==> src/rtl/uart_pkg.sv <==
// Shared UART definitions: receive FSM states, data width and bit-period helper.
package uart_pkg;

  typedef enum logic [1:0] {IDLE, START, DATA, STOP} uart_rx_state_t;

  localparam int UART_DATA_BITS = 8;

  // clk cycles per bit; integer division matches the transmit path's rounding
  function automatic int bps_para(input int clk_mhz, input int baud);
    return (clk_mhz * 1_000_000) / baud;
  endfunction

endpackage

==> src/rtl/uart_bit_timer.sv <==
// Restartable bit-period counter with mid-bit and end-of-bit ticks.
module uart_bit_timer #(
  parameter int BPS_PARA = 5208,
  parameter int BPS_HALF = 2604,
  parameter int CW       = 13
) (
  input  logic clk,
  input  logic rst_n,
  input  logic clear,
  input  logic run,
  output logic half_tick,
  output logic full_tick
);

  logic [CW-1:0] cnt;

  assign half_tick = (cnt == CW'(BPS_HALF - 1));
  assign full_tick = (cnt == CW'(BPS_PARA - 1));

  // Wrap on full_tick as a safety net so the count never passes BPS_PARA-1
  always_ff @(posedge clk or negedge rst_n) begin
    if (!rst_n) begin
      cnt <= '0;
    end else if (clear || !run || full_tick) begin
      cnt <= '0;
    end else begin
      cnt <= cnt + 1'b1;
    end
  end

endmodule

==> src/rtl/uart_byte_rx.sv <==
// 8N1 UART receiver: start-edge restarted bit timer, mid-bit sampling,
// one-cycle rx_valid / frame_err strobes.
module uart_byte_rx
  import uart_pkg::*;
#(
  parameter int CLK_FRE   = 50,
  parameter int BAUD_RATE = 9600
) (
  input  logic                      clk,
  input  logic                      rst_n,
  input  logic                      rxd,
  output logic [UART_DATA_BITS-1:0] rx_data,
  output logic                      rx_valid,
  output logic                      frame_err,
  output logic                      busy
);

  localparam int BPS_PARA = bps_para(CLK_FRE, BAUD_RATE);
  localparam int BPS_HALF = BPS_PARA / 2;
  localparam int CW       = $clog2(BPS_PARA + 1);

  logic                      s1, s2, s3;
  logic                      fall;
  logic                      half_tick, full_tick;
  logic                      timer_clear, timer_run;
  uart_rx_state_t            state;
  logic [2:0]                bit_idx;
  logic [UART_DATA_BITS-1:0] shreg;

  always_ff @(posedge clk or negedge rst_n) begin
    if (!rst_n) begin
      s1 <= 1'b1;
      s2 <= 1'b1;
      s3 <= 1'b1;
    end else begin
      s1 <= rxd;
      s2 <= s1;
      s3 <= s2;
    end
  end

  assign fall = s3 & ~s2;

  // Counter is held at zero in IDLE and restarted at every sample point
  assign timer_run   = (state != IDLE);
  assign timer_clear = (state == IDLE)
                    || ((state == START) && half_tick)
                    || (((state == DATA) || (state == STOP)) && full_tick);

  uart_bit_timer #(
    .BPS_PARA (BPS_PARA),
    .BPS_HALF (BPS_HALF),
    .CW       (CW)
  ) u_timer (
    .clk       (clk),
    .rst_n     (rst_n),
    .clear     (timer_clear),
    .run       (timer_run),
    .half_tick (half_tick),
    .full_tick (full_tick)
  );

  always_ff @(posedge clk or negedge rst_n) begin
    if (!rst_n) begin
      state     <= IDLE;
      bit_idx   <= '0;
      shreg     <= '0;
      rx_data   <= '0;
      rx_valid  <= 1'b0;
      frame_err <= 1'b0;
      busy      <= 1'b0;
    end else begin
      rx_valid  <= 1'b0;
      frame_err <= 1'b0;
      case (state)
        IDLE: begin
          if (fall) begin
            state <= START;
            busy  <= 1'b1;
          end
        end
        START: begin
          if (half_tick) begin
            if (s2) begin
              state <= IDLE;
              busy  <= 1'b0;
            end else begin
              state   <= DATA;
              bit_idx <= '0;
            end
          end
        end
        DATA: begin
          if (full_tick) begin
            shreg   <= {s2, shreg[UART_DATA_BITS-1:1]};
            bit_idx <= bit_idx + 3'd1;
            if (bit_idx == 3'(UART_DATA_BITS - 1)) begin
              state <= STOP;
            end
          end
        end
        STOP: begin
          if (full_tick) begin
            if (s2) begin
              rx_data  <= shreg;
              rx_valid <= 1'b1;
            end else begin
              frame_err <= 1'b1;
            end
            state <= IDLE;
            busy  <= 1'b0;
          end
        end
        default: begin
          state <= IDLE;
          busy  <= 1'b0;
        end
      endcase
    end
  end

endmodule

==> config.mk <==
export PLATFORM = sky130hd
export DESIGN_NAME = uart_byte_rx
export DESIGN_NICKNAME = d
export VERILOG_FILES = /design/src/rtl/uart_pkg.sv /design/src/rtl/uart_bit_timer.sv /design/src/rtl/uart_byte_rx.sv
export SDC_FILE = /design/constraint.sdc
export NUM_CORES = 1
export LEC_CHECK = 0
export BUFFER_PORTS_ARGS = -buffer_cell sky130_fd_sc_hd__buf_2
export CAP_MARGIN = 10
export CORE_ASPECT_RATIO = 1.75
export CORE_MARGIN = 2
export CORE_UTILIZATION = 58
export DETAILED_ROUTE_END_ITERATION = 6
export PLACE_DENSITY = 0.77
export SLEW_MARGIN = 20
export SYNTH_ARGS = -nofsm -noshare
export SYNTH_HDL_FRONTEND = slang
export SYNTH_SLANG_ARGS = --single-unit
==> constraint.sdc <==
create_clock -name clk -period 2.5 [get_ports clk]
set_input_delay 0.5 -clock clk [delete_from_list [all_inputs] [get_ports clk]]
set_output_delay 0.5 -clock clk [all_outputs]
set_load 0.05 [all_outputs]
After elaboration in Yosys (flattened, before gate mapping)
Cells that the tools add are included.

operators by class
  eq/ne operators = 13
  bitwise gates (word level) = 2
  mux-type cells = 23
  reductions and logical operators = 17
  $add $sub $neg = 2

operators by type and width
  cell                                                    number
  adder 13 x 1 -> 13 bit (second input constant)          1
  equality test 13 x 12 -> 1 bit (second input constant)  1
  equality test 13 bit (second input constant)            1
  2-to-1 mux 13 bit                                       1
  2-to-1 mux 2 bit                                        6
  inequality test 2 bit (second input constant)           6
  2-to-1 mux 1 bit                                        10
  AND reduction 5 bit                                     2
  2-to-1 mux 3 bit                                        3
  one-hot mux 2 bit (4 select lines)                      1
  one-hot mux 3 bit (2 select lines)                      1
  logical OR 1 bit                                        5
  equality test 2 bit (second input constant)             2
  AND reduction 4 bit                                     1
  nonzero test 2 bit                                      2
  adder 3 x 1 -> 3 bit (second input constant)            1
  equality test 3 bit (second input constant)             1
  one-hot mux 1 bit (3 select lines)                      1
  AND reduction 3 bit                                     1
  nonzero test 3 bit                                      1
  equality test 2 x 1 -> 1 bit (second input constant)    1
  logical AND 1 bit                                       2
  logical NOT 2 bit                                       1
  inequality test 2 x 1 -> 1 bit (second input constant)  1
  other kinds (4)                                         4

word-level totals
  output and inout bits = 11
  flip-flop bits (word level) = 40

Logic depth before layout (Yosys ltp)
  depth in word-level cells = 7
  depth in mapped cells = 6

Hierarchy
From an unflattened synthesis, not the netlist that was laid out.

second synthesis, totals
  cell total of the unflattened synthesis = 146
  area total of the unflattened synthesis = 1,904.3 sq um

modules (own cells, without submodules)
  module          area an instance (sq um)  cells an instance  times used
  uart_byte_rx    1,166.1                   76                 1
  uart_bit_timer  738.2                     70                 1

Worst setup path after synthesis
OpenSTA, ideal clock, no wires.

  kind = register to register
  from = reg u_timer.cnt[0]
  to = reg rx_data[0]
  data arrival time = 1.766 ns
  buffers on the path = 0
  data required time = 2.375 ns
  period minus slack after synthesis = 1.891 ns
  slack = 0.609 ns
  cell stages (with the launch flop) = 6
  path through = dfrtp_1 > ha_1 > nand2_1 > or4_4 > nor3_4 > mux2_2

on the way
  longest elaborated chain between the ends = 2

ends and longest elaborated chain
  element                               RTL line              source
  from (decl)                           uart_bit_timer.sv:15  logic [CW-1:0] cnt;
  from (signal assigned)                uart_bit_timer.sv:27  cnt <= cnt + 1'b1;
  equality test 13 bit                  uart_bit_timer.sv:18  assign full_tick = (cnt == CW'(BPS_PARA - 1));
  AND reduction 3 bit (no source line)  --
  to (signal assigned)                  uart_byte_rx.sv:105   rx_data <= shreg;
  to (decl)                             uart_byte_rx.sv:12    output logic [UART_DATA_BITS-1:0] rx_data,

No other way between the ends.
A chain may end at the register's enable or synchronous reset.

Worst setup path in the final report
  from = reg u_timer.cnt[0]
  to = reg shreg[6]

on the way
  longest elaborated chain between the ends = 2

ends and longest elaborated chain
  element                               RTL line              source
  equality test 13 bit                  uart_bit_timer.sv:18
  AND reduction 2 bit (no source line)  --
  to (signal assigned)                  uart_byte_rx.sv:95    shreg <= {s2, shreg[UART_DATA_BITS-1:1]};
  to (decl)                             uart_byte_rx.sv:28    logic [UART_DATA_BITS-1:0] shreg;

No other way between the ends.

==> reports/metrics.yaml <==
synth-simple-area-share: 0.178
critPathArrivalTime_ns: 2.29
drcViolationCount: 0
die_area_um2: 3600
irDropWorstVdd_mv: 0.510
gp_congestion: 0.830
grt_pass1_wl_um: 5240
track_usage: 0.207
synthArstFlopShare: 1.00
start_kind: "flop"
synth_cell_type_count: 36
max_stage_delay_ns: 0.45
power_density_nw_per_um2: 701
antenna_left: 0
avgSynthCellArea_um2: 11.7
num_vias: 1186
p_seq_frac: 0.536
fp.dieH_um: 77.9
cts_tree: "yes"
ys_seq_area_frac: 0.555
cts_resized: 0
synth_adder_area_share: 0.0207
ys_ff_latch: 40
layout_common_cells: "dfrtp_1, nor2_1, mux2_2"
cts-root-buf: "clkbuf_8"
cts-buffers-inserted: 5
antenna_found_initial: 0
internal-power_uw: 1050
path_clk_slew_ns: 0.08
synth_edf_count: 0
clkSinkCount: 40
routed_wl_um: 3030
antenna_cells: 0
drt_iter0_drc: 42
grt_max_degree: 41
status: "finished clean"
syn-cell-area_um2: 1810
synth_ff_type: "dfrtp_1"
cts_htree_levels: 2
sw_frac_of_total: 0.257
synth_compound_area_frac: 0.0401
clk_latency_ns: 0.30
clkPwrFrac: 0.366
cpMaxStageDelayCell: "or2_1"
place_hpwl_um: 2150
synthToLayoutAreaGrowth_pct: 11.3
synth_xor_area_frac: 0.0533
timing.max_cap.violations: 0
firstDrtPassIters: 4
io_buffers: 13
grt_pass1_vias: 1192
yosys_warnings: 0
critical_path.max_fanout: 11
rsz0062_at_grt: "no"
layout.cells.most_common: "dfrtp_1"
path_cells: "ha_1, and3_2, nand4_2, or2_1, mux2_2"
synth_nets: 161
comb_power_share: 0.098
setup_tns_ns: 0
crit_type: "reg -> reg"
cts_hold_buf: 0
timing.final.hold_violations: 0
clockBufferDepth: 2
p_switching_uw: 363
finalCritPeriodShare: 0.840
vias_per_cell: 5.54
overflow: 0
core.rowCount: 26
synth_mux_area_frac: 0.116
p_leak_uw: 0.000983
clock_skew_ns: 0.00612
synth_top_family_by_area: "simple AND/OR/NAND/NOR gates"
ioPinCount: 14
initial_core_util: 0.611
worst_slew_pin_slew_ns: 0.846
hold_path_class: "in -> reg"
required_ns: 2.69
post_cts_buffers: 0
syn_inst: 155
timing.fmax_mhz: 476
relSlewSlack: 0.436
drive_gt1_frac: 0.291
die_width_um: 46.2
critPathCaptureType: "flop"
layout_min_cycle_time_ns: 2.10
maxSlewViolCount: 0
setup_viol: 0
core_area_um2: 2960
wl_per_cell_um: 14.2
final_core_util: 0.680
nNetsFinal: 177
power groups by stage:
| stage | combinational [uW] | sequential, uW | clock, uW |
|---|---|---|---|
| 2_1_floorplan | 130 | 737 | 0 |
| 3_3_place_gp | 134 | 764 | 0 |
| 3_5_place_dp | 139 | 767 | 0 |
| 4_1_cts | 141 | 754 | 526 |
| 5_1_grt | 162 | 766 | 554 |
| 6_report | 138 | 756 | 517 |
stage by stage:
step	instance area [um2]	hold slack (ns)	total power [uW]	instances	worst slack [ns]
after floorplan	1810	0.204	867	155	0.609
after global placement	1900	0.346	898	206	0.484
after detailed placement	1900	0.347	906	206	0.420
after CTS	2010	0.286	1420	214	0.397
after global routing	2010	0.277	1480	214	0.273
final	2010	0.292	1410	214	0.400
critical path: cells and delay by family, from the launching register on:
family / cells / cell delay (ns)
AND/OR/NAND/NOR: 3 / 0.90
flip-flops: 1 / 0.41
multiplexers: 1 / 0.39
adder cells (fa/ha/maj): 1 / 0.27
worst paths after layout:
| check | depth (start not counted) | slack (ns) | startpoint | to |
|---|---|---|---|---|
| worst min register to register | 0 | 0.36 | s1$_DFF_PN1_ | s2$_DFF_PN1_ |
| min in group asynchronous | 1 | 0.30 | rst_n | rx_data[3]$_DFFE_PN0P_ |
| max in group asynchronous | 1 | 1.67 | rst_n | u_timer.cnt[8]$_DFF_PN0_ |
| worst max register to register | 5 | 0.40 | u_timer.cnt[0]$_DFF_PN0_ | shreg[6]$_DFFE_PN0P_ |
| worst min-delay path | 1 | 0.29 | rxd | s1$_DFF_PN1_ |
| worst max-delay path | 5 | 0.40 | u_timer.cnt[0]$_DFF_PN0_ | shreg[6]$_DFFE_PN0P_ |
routing by layer:
layer	share of wire	track usage	up-vias
met5	0	0	-
met4	0.030	0.111	0
met3	0.036	0.0651	8
met2	0.54	0.344	22
met1	0.39	0.216	587
li1	-	-	569
state kept, by name, summed over array words and instances, names as in the netlist, named ones only:
register,cells
u_timer.cnt,13
rx_data,8
shreg,8
bit_idx,3
busy,1
frame_err,1
rx_valid,1
s1,1
s2,1
s3,1
state,1
final cells by class:
type,count,area (um2)
sequential,40,1000
fill,235,946
multi-input combinational,101,739
timing repair buffer,14,72.6
clock buffer,5,68.8
tap,42,52.6
clock inverter,3,42.5
inverter,9,33.8
synth_stat cells, drive strengths merged (2+ instances only):
cell	n	area share
mux2i	3	0.017
dfstp	3	0.044
and4bb	2	0.014
xnor2	9	0.044
inv	9	0.019
buf	3	0.013
mux2	16	0.10
ha	3	0.021
or2	2	0.0069
nor2	21	0.044
nand4	4	0.017
clkbuf	2	0.0042
nor3	5	0.020
nand2	7	0.015
dfrtp	37	0.51
nand3	10	0.028
o31ai	4	0.017
xor2	2	0.0097
logic make-up (layout without fill, tap and decap cells):
kind of cell    Yosys count  count (layout)
xor+xnor                 11              11
flops                    40              40
simple gates             58              58
buf+inv                  14              31
mux                      19              19
fa+ha+maj                 3               3
compound gates           10              10
Power figures use the tool's default switching activity.
